$ cat src/rtl/wiegand_pkg.sv
// Shared Wiegand-26 definitions: frame layout, controller state encoding and
// the parity/field decode used when a buffered frame is presented to the host.
package wiegand_pkg;

    localparam int WG_BITS   = 26;
    localparam int FAC_MSB   = 24;
    localparam int FAC_LSB   = 17;
    localparam int CARD_MSB  = 16;
    localparam int CARD_LSB  = 1;
    localparam int PAR_SPLIT = 13;
    localparam int FAC_W     = FAC_MSB - FAC_LSB + 1;
    localparam int CARD_W    = CARD_MSB - CARD_LSB + 1;

    typedef logic [WG_BITS-1:0] wg_frame_t;

    typedef enum logic [1:0] {
        ST_IDLE    = 2'd0,
        ST_PRESENT = 2'd1,
        ST_GAP     = 2'd2
    } wg_state_e;

    typedef struct packed {
        logic [FAC_W-1:0]  facility;
        logic [CARD_W-1:0] card;
        logic              perr;
    } wg_fields_t;

    // Leading half carries even parity, trailing half odd parity.
    function automatic logic wg_parity_err(input wg_frame_t d);
        return (^d[WG_BITS-1:PAR_SPLIT]) | ~(^d[PAR_SPLIT-1:0]);
    endfunction

    function automatic wg_fields_t wg_decode(input wg_frame_t d);
        wg_fields_t f;
        f.facility = d[FAC_MSB:FAC_LSB];
        f.card     = d[CARD_MSB:CARD_LSB];
        f.perr     = wg_parity_err(d);
        return f;
    endfunction

endpackage

$ cat src/rtl/wg_rr_arbiter.sv
// Combinational round-robin arbiter: grants the first requesting port found
// scanning ptr+1, ptr+2, ... modulo N_PORTS.
module wg_rr_arbiter #(
    parameter int N_PORTS = 2,
    parameter int PW      = 1
) (
    input  logic [N_PORTS-1:0] req,
    input  logic [PW-1:0]      ptr,
    output logic [N_PORTS-1:0] gnt_oh,
    output logic [PW-1:0]      gnt_idx,
    output logic               gnt_valid
);

    logic [PW-1:0] cand;

    // NOTE: every always_comb output gets a default first so no path leaves a latch.
    always_comb begin
        gnt_oh    = '0;
        gnt_idx   = '0;
        gnt_valid = 1'b0;
        cand      = '0;
        for (int k = 1; k <= N_PORTS; k++) begin
            cand = PW'((int'(ptr) + k) % N_PORTS);
            if (!gnt_valid && req[cand]) begin
                gnt_valid    = 1'b1;
                gnt_idx      = cand;
                gnt_oh[cand] = 1'b1;
            end
        end
    end

endmodule

$ cat src/rtl/wiegand_frame_ctrl.sv
// Buffers one Wiegand-26 frame per receiver port and presents them to the host
// one at a time, round-robin, with an int/ack handshake and an ack timeout.
module wiegand_frame_ctrl
    import wiegand_pkg::*;
#(
    parameter int N_PORTS     = 2,
    parameter int PW          = 1,
    parameter int ACK_TIMEOUT = 5000
) (
    input  logic                       clk,
    input  logic                       rst,
    input  logic [N_PORTS-1:0]         frm_valid,
    input  logic [WG_BITS*N_PORTS-1:0] frm_data,
    input  logic                       host_ack,
    output logic                       int_o,
    output logic [PW-1:0]              out_port,
    output logic [FAC_W-1:0]           out_facility,
    output logic [CARD_W-1:0]          out_card,
    output logic                       out_perr,
    output logic                       out_ovr,
    output logic                       tmo
);

    localparam int             TW       = $clog2(ACK_TIMEOUT + 1);
    localparam logic [TW-1:0]  TMO_LAST = TW'(ACK_TIMEOUT - 1);
    localparam logic [TW-1:0]  TMO_SAT  = TW'(ACK_TIMEOUT);
    localparam logic [PW-1:0]  PTR_RST  = PW'(N_PORTS - 1);

    wg_frame_t [N_PORTS-1:0] slot_q, slot_d;
    logic [N_PORTS-1:0]      full_q, full_d;
    logic [N_PORTS-1:0]      ovr_q, ovr_d;
    logic [PW-1:0]           ptr_q, ptr_d;
    wg_state_e               state_q, state_d;
    logic [TW-1:0]           tcnt_q, tcnt_d;
    logic                    int_q, int_d;
    logic                    tmo_q, tmo_d;
    logic [PW-1:0]           port_q, port_d;
    logic [FAC_W-1:0]        fac_q, fac_d;
    logic [CARD_W-1:0]       card_q, card_d;
    logic                    perr_q, perr_d;
    logic                    oovr_q, oovr_d;

    logic [N_PORTS-1:0]      gnt_oh;
    logic [PW-1:0]           gnt_idx;
    logic                    gnt_valid;
    logic [N_PORTS-1:0]      take_oh;
    wg_fields_t              fields;

    wg_rr_arbiter #(
        .N_PORTS (N_PORTS),
        .PW      (PW)
    ) u_arb (
        .req       (full_q),
        .ptr       (ptr_q),
        .gnt_oh    (gnt_oh),
        .gnt_idx   (gnt_idx),
        .gnt_valid (gnt_valid)
    );

    always_comb begin
        slot_d  = slot_q;
        full_d  = full_q;
        ovr_d   = ovr_q;
        ptr_d   = ptr_q;
        state_d = state_q;
        tcnt_d  = tcnt_q;
        int_d   = int_q;
        tmo_d   = 1'b0;
        port_d  = port_q;
        fac_d   = fac_q;
        card_d  = card_q;
        perr_d  = perr_q;
        oovr_d  = oovr_q;
        fields  = wg_decode(slot_q[gnt_idx]);
        take_oh = (state_q == ST_IDLE && gnt_valid) ? gnt_oh : '0;

        // A slot being drained this cycle can accept a new frame without overrun.
        for (int i = 0; i < N_PORTS; i++) begin
            if (take_oh[i]) begin
                full_d[i] = 1'b0;
                ovr_d[i]  = 1'b0;
            end
            if (frm_valid[i]) begin
                if (!full_q[i] || take_oh[i]) begin
                    slot_d[i] = frm_data[i*WG_BITS +: WG_BITS];
                    full_d[i] = 1'b1;
                end else begin
                    ovr_d[i] = 1'b1;
                end
            end
        end

        case (state_q)
            ST_IDLE: begin
                if (gnt_valid) begin
                    port_d  = gnt_idx;
                    fac_d   = fields.facility;
                    card_d  = fields.card;
                    perr_d  = fields.perr;
                    oovr_d  = ovr_q[gnt_idx];
                    ptr_d   = gnt_idx;
                    tcnt_d  = '0;
                    int_d   = 1'b1;
                    state_d = ST_PRESENT;
                end
            end
            ST_PRESENT: begin
                if (host_ack) begin
                    int_d   = 1'b0;
                    state_d = ST_GAP;
                end else if (tcnt_q == TMO_LAST) begin
                    int_d   = 1'b0;
                    tmo_d   = 1'b1;
                    state_d = ST_GAP;
                end else if (tcnt_q != TMO_SAT) begin
                    tcnt_d = tcnt_q + 1'b1;
                end
            end
            ST_GAP: begin
                state_d = ST_IDLE;
            end
            default: begin
                int_d   = 1'b0;
                state_d = ST_IDLE;
            end
        endcase
    end

    always_ff @(posedge clk) begin
        if (rst) begin
            full_q  <= '0;
            ovr_q   <= '0;
            ptr_q   <= PTR_RST;
            state_q <= ST_IDLE;
            tcnt_q  <= '0;
            int_q   <= 1'b0;
            tmo_q   <= 1'b0;
            port_q  <= '0;
            fac_q   <= '0;
            card_q  <= '0;
            perr_q  <= 1'b0;
            oovr_q  <= 1'b0;
        end else begin
            full_q  <= full_d;
            ovr_q   <= ovr_d;
            ptr_q   <= ptr_d;
            state_q <= state_d;
            tcnt_q  <= tcnt_d;
            int_q   <= int_d;
            tmo_q   <= tmo_d;
            port_q  <= port_d;
            fac_q   <= fac_d;
            card_q  <= card_d;
            perr_q  <= perr_d;
            oovr_q  <= oovr_d;
        end
    end

    // NOTE: slot data needs no reset; full_q alone decides whether it is meaningful.
    always_ff @(posedge clk) begin
        slot_q <= slot_d;
    end

    assign int_o        = int_q;
    assign tmo          = tmo_q;
    assign out_port     = port_q;
    assign out_facility = fac_q;
    assign out_card     = card_q;
    assign out_perr     = perr_q;
    assign out_ovr      = oovr_q;

endmodule

$ cat config.mk
export PLATFORM = sky130hd
export DESIGN_NAME = wiegand_frame_ctrl
export DESIGN_NICKNAME = d
export VERILOG_FILES = /design/src/rtl/wiegand_pkg.sv /design/src/rtl/wg_rr_arbiter.sv /design/src/rtl/wiegand_frame_ctrl.sv
export SDC_FILE = /design/constraint.sdc
export NUM_CORES = 1
export LEC_CHECK = 0
export ABC_AREA = 0
export CORE_MARGIN = 2
export CORE_UTILIZATION = 55
export DETAILED_ROUTE_END_ITERATION = 8
export PLACE_DENSITY = 0.87
export SYNTH_ARGS = -nofsm -noshare
export SYNTH_HDL_FRONTEND = slang
export SYNTH_HIERARCHICAL = 1
export SYNTH_SLANG_ARGS = --single-unit
$ cat constraint.sdc
create_clock -name clk -period 6.2 [get_ports clk]
set_input_delay 1.24 -clock clk [delete_from_list [all_inputs] [get_ports clk]]
set_output_delay 1.24 -clock clk [all_outputs]
set_load 0.05 [all_outputs]
======== Word level (Yosys, flattened, before mapping) ========
Cells that the tools add are included.
operators by class
  add/sub/neg operators ................... 3
  magnitude comparators ................... 5
  equality and inequality tests ........... 9
  multiplexer cells ....................... 45
  bitwise operators ....................... 5
  reductions and logical operators ........ 20
operators by type and width
  kind                   number
  $mux 13                4
  $mux 26                2
  $mux 1                 28
  $pmux 13 s2            1
  $reduce_xor 13->1      2
  $add 13x1->13 const B  1
  $eq 13x13->1 const B   1
  $ne 13x13->1 const B   1
  $mux 2                 6
  $ne 2x2->1 const B     4
  $reduce_and 2->1       4
  $lt 1x2->1 const B     3
  $reduce_and 5->1       1
  $logic_and 1x1->1      4
  $pmux 2 s2             1
  $logic_not 1->1        3
  $ne 3x3->1 const B     1
  $not 1->1              3
  $pmux 1 s3             1
  $reduce_and 3->1       1
  $reduce_or 3->1        1
  $add 1x1->1 const B    2
  $demux 1 s1            2
  $eq 2x1->1 const B     1
  7 further kinds        9
storage, ports and cells
  flip-flop bits (word level) ............. 101

======== Depth between registers and ports, before layout ========
  depth after elaboration ................. 12
  depth in mapped cells ................... 9
  gate-level depth less buffers ........... 8

======== By module ========
The synthesis kept the hierarchy.
by module, submodules not included
  module              instances  cells an instance  area each (µm²)  seq. area each (µm²)
  wiegand_frame_ctrl  1          333                4190.3           2542.4
  wg_rr_arbiter       1          5                  32.5             0.0

======== Worst setup path after synthesis ========
OpenSTA, ideal clock, no wires.
  path kind ............................... reg2reg
  start ................................... register full_q[1]
  end ..................................... register slot_q[0] (netlist name), enable pin
  arrival time ............................ 3.247 ns
  required time ........................... 5.751 ns
  path slack .............................. 2.504 ns
  stages on the path, launching flop included .. 7
  path buffers ............................ 2
  clock period less this slack ............ 3.696 ns
  cell sequence ........................... dfxtp_1 > or2_1 > and2_1 > clkbuf_1 > clkbuf_1 > nand2_1 > a21boi_0
between the ends
  word-level cells in the longest chain between the ends .. 10
ends and longest elaborated chain
  what                                       line                       text
  start: declaration                         wiegand_frame_ctrl.sv:30   logic [N_PORTS-1:0] full_q, full_d;
  start signal: assignment                   wiegand_frame_ctrl.sv:144  full_q <= full_d;
  $mux 1 (implied by the code) (2 in a row)  wg_rr_arbiter.sv:24        if (!gnt_valid && req[cand]) begin
  $mux 1                                     wg_rr_arbiter.sv:24
  $logic_not 1->1                            wg_rr_arbiter.sv:24
  $logic_and 1x1->1                          wg_rr_arbiter.sv:24
  $mux 1 *                                   wg_rr_arbiter.sv:24
  named net gnt_valid                        wiegand_frame_ctrl.sv:45   logic gnt_valid;
  $logic_and 1x1->1 *                        wiegand_frame_ctrl.sv:75   take_oh = (state_q == ST_IDLE && gnt_valid) ? gnt_oh : '0;
  $mux 2 *                                   wiegand_frame_ctrl.sv:75
  $logic_or 1x1->1 *                         wiegand_frame_ctrl.sv:84   if (!full_q[i] || take_oh[i]) begin
  $reduce_and 2->1 (no line) *               --
  end signal: assignment                     wiegand_frame_ctrl.sv:161  slot_q <= slot_d;
  end: declaration                           wiegand_frame_ctrl.sv:29   wg_frame_t [N_PORTS-1:0] slot_q, slot_d;
The timed path passes the listed nets; every way through them passes the cells marked *. The select of a mux whose other input is x is not followed.
A chain may end at the register's enable or synchronous reset.

======== Worst setup path after layout ========
  start ................................... register full_q[0]
  end ..................................... register slot_q[28] (netlist name), enable pin
The elaborated chain is that of the path after synthesis.

==> summary.md <==
| Metric | Value |
|---|---|
| DRC violations left | `0` |
| Dpl cells | `507` |
| DR iter-0 viols | `83` |
| Nets@finish | `478` |
| Clock power share | `28.1%` |
| Syn_nets | `397` |
| Slew @ Worst Pin | `1.15 ns` |
| Unique cell type count in the Yosys netlist | `41` |
| Largest net degree at the start of global routing | `64` |
| Final Max Slew Viols | `0` |
| Slew margin rel. | `23.1%` |
| Met2 routed WL | `4.50 mm` |
| Net Sw Power | `0.000469 W` |
| I/O Buffers | `85` |
| Switching share of power | `29.1%` |
| Most common cell after layout, fill and taps aside | `clkdlybuf4s50_1` |
| Top-area cell type share of the netlist area | `37.0%` |
| Setup Crit Path Kind | `flop to flop` |
| CTS tree | `yes` |
| Layout cells sized above 1 | `7.31%` |
| Fin. Hold Viols | `0` |
| Post-DP HPWL | `5.90 mm` |
| M1 WL | `3.42 mm` |
| Unrepaired setup endpoints after global routing | `no` |
| Buffer depth of the longest clock path | `2` |
| Area contributors post-synth | `edfxtp_1 37%, dfxtp_1 23%, mux2i_1 8.3%` |
| Congestion Overflow GR | `0` |
| Fmax | `321 MHz` |
| Average wire per standard cell | `16.0 um` |
| First-pass GRT wire length | `13.4 mm` |
| IO Count | `86` |
| Data arrival, critical path | `3.16 ns` |
| Max-Cap Viols | `0` |
| Via count | `2815` |
| Routed Antenna Nets | `0` |
| Pleak | `1.88 nW` |
| Worst hold path type | `flop to flop` |
| Height of the die | `91.6 um` |
| Clock Sinks | `101` |
| Worst setup SP type | `flop` |
| Post-CTS Setup Inserts | `0` |
| VDD IR max | `0.198 mV` |
| GRT Util Overall | `20.5%` |
| Vias per inst | `5.38` |
| Crit end category | `flop` |
| Cells along the critical path | `or2_1 > and2_2 > nand2_1 > a21boi_2 > buf_4` |
| Initial antenna violation count | `0` |
| Antenna cells | `0` |
| Synthesized flop and latch total | `101` |
| Vias in the first global route | `2819` |
| CTS Hold Bufs | `0` |
| FP Rows | `31` |
| Total routed wirelength | `8.36 mm` |
| Top delay family on crit path | `simple AND/OR/NAND/NOR gates` |
| Die X-Extent | `91.6 um` |
| Initial DRT Pass Iterations | `4` |
| Non-filler cells, final | `523` |
| CP max stage cell | `and2_2` |
| Total CTS buffers | `9` |
| Most frequent cells in the layout | `85 x clkdlybuf4s50_1, 52 x edfxtp_1, 49 x dfxtp_1, 42 x nor2_1, 35 x mux2i_1` |
| Internal power | `0.00114 W` |
| Worst path max stage delay | `0.91 ns` |
| Post-synth top area cell | `edfxtp_1` |
| Setup Skew | `0.0123 ns` |
| Uppermost layer routed | `met4` |
| Number of flops mapped to enable cells by yosys | `52` |
| Ys async rst share | `0%` |
| Final setup vio count | `0` |
| Max H-tree Level | `3` |
| Status | `finished, final reports clean` |
| Final setup TNS | `0 ns` |
| Final core utilization | `73.3%` |
| PwrDens | `299 nW/um2` |
| Post-CTS Resized | `0` |
| Area Overhead vs Synth | `27.3%` |
| Die ar. | `8400 um2` |
| Worst-path fanout max | `63` |
| Flop pwr share | `49.3%` |
| Sequential-to-total area share from yosys stat | `60.2%` |
| Minimum clock period | `3.11 ns` |
| Number of synthesis warnings | `6` |
| Cell area after synthesis | `4220 um2` |
| Ys flop type | `edfxtp_1` |
| DR WL met3 | `380 um` |
| Worst Path Buf+Inv | `1` |
| Gate power share | `22.6%` |
| Syn Area/Cell | `12.5 um2` |
| Clock Pin Slew Worst Setup and Hold Paths | `0.10 ns` |
| Core area | `7330 um2` |
| Cell count after synthesis | `338` |
| Clock root buffer | `clkbuf_8` |
| CP required | `6.24 ns` |
| Hold_ws | `0.494 ns` |
| Clk_lat worst skew | `0.35 ns` |
| Tcrit/Tclk final | `50.2%` |
| Initial Util | `57.6%` |
| Final Wtd Congestion | `0.810` |
-- power by group through the flow --
stage | combinational (W) | clock, W | sequential [W]
floorplan | 0.000156 | 0 | 0.000890
global placement | 0.000355 | 0 | 0.000806
detailed placement | 0.000364 | 0 | 0.000809
CTS | 0.000367 | 0.000461 | 0.000794
global route | 0.000388 | 0.000488 | 0.000800
finish | 0.000364 | 0.000452 | 0.000794
-- final timing paths --
| path | start | end | slack (ns) | depth (start not counted) |
|---|---|---|---|---|
| setup / recovery | full_q[0] | slot_q[28] | 3.09 | 5 |
| hold / removal | out_port | out_port | 0.49 | 2 |
| setup reg to reg | full_q[0] | slot_q[28] | 3.09 | 5 |
| hold reg to reg | out_port | out_port | 0.49 | 2 |
-- flip-flops by register name, indices dropped and copies added, names as in the netlist, 2 cells and up --
register	flops
full_q	2
out_card	16
out_facility	8
ovr_q	2
slot_q	52
state_q	2
tcnt_q	13
-- cell families after synthesis --
group	count (synthesis)	share of synthesized area, %
AOI/OAI and AO/OA	56	10.2
and+or+nand+nor	76	8.71
muxes	35	8.30
buffers and inverters	22	2.46
adders and majority gates	2	0.592
DFF	101	60.2
xor gates and xnor gates	46	9.54
-- worst reg2reg max path, cell delays in order (launching register included) --
cell and delay (ns):
dfxtp_1 0.48, or2_1 0.17, and2_2 0.91, nand2_1 0.27, a21boi_2 0.62, buf_4 0.37
-- routing by layer --
| metal | GRT usage (%) | vias to the layer above |
|---|---|---|
| met5 | 0 | - |
| met4 | 7.32 | 0 |
| met3 | 3.94 | 4 |
| met2 | 37.3 | 74 |
| met1 | 24.0 | 1355 |
| li1 | - | 1382 |
-- through the flow --
stage / area, um2 / worst slack, ns / power [W]
after floorplan: 4220 / 2.50 / 0.00105
after global placement: 5150 / 3.05 / 0.00116
after detailed placement: 5150 / 3.00 / 0.00117
after CTS: 5380 / 3.05 / 0.00162
after global routing: 5380 / 2.79 / 0.00168
final: 5380 / 3.09 / 0.00161
-- synthesized netlist by cell type (2+ instances only) --
library cell   n
buf_2          2
mux2i_1       35
ha_1           2
dfxtp_1       49
xnor2_1       23
o21ai_1        2
inv_1          3
clkbuf_1      12
nand2_1       11
a21oi_1       13
buf_4          3
edfxtp_1      52
and3_1         3
nor3_1         3
nor2_1        42
nand4_1        5
a211oi_1      27
a21boi_0       4
or3_1          2
xor2_1        23
o2111ai_1      2
-- layout make-up --
| class | instances | area [um2] |
|---|---|---|
| clock inverter | 6 | 93.8 |
| fill | 463 | 1950 |
| multi-input combinational | 215 | 1600 |
| timing repair buffer | 89 | 881 |
| tap | 99 | 124 |
| clock buffer | 10 | 128 |
| sequential | 101 | 2540 |
| inverter | 3 | 11.3 |
No activity file was read; power rests on OpenSTA's default activity.
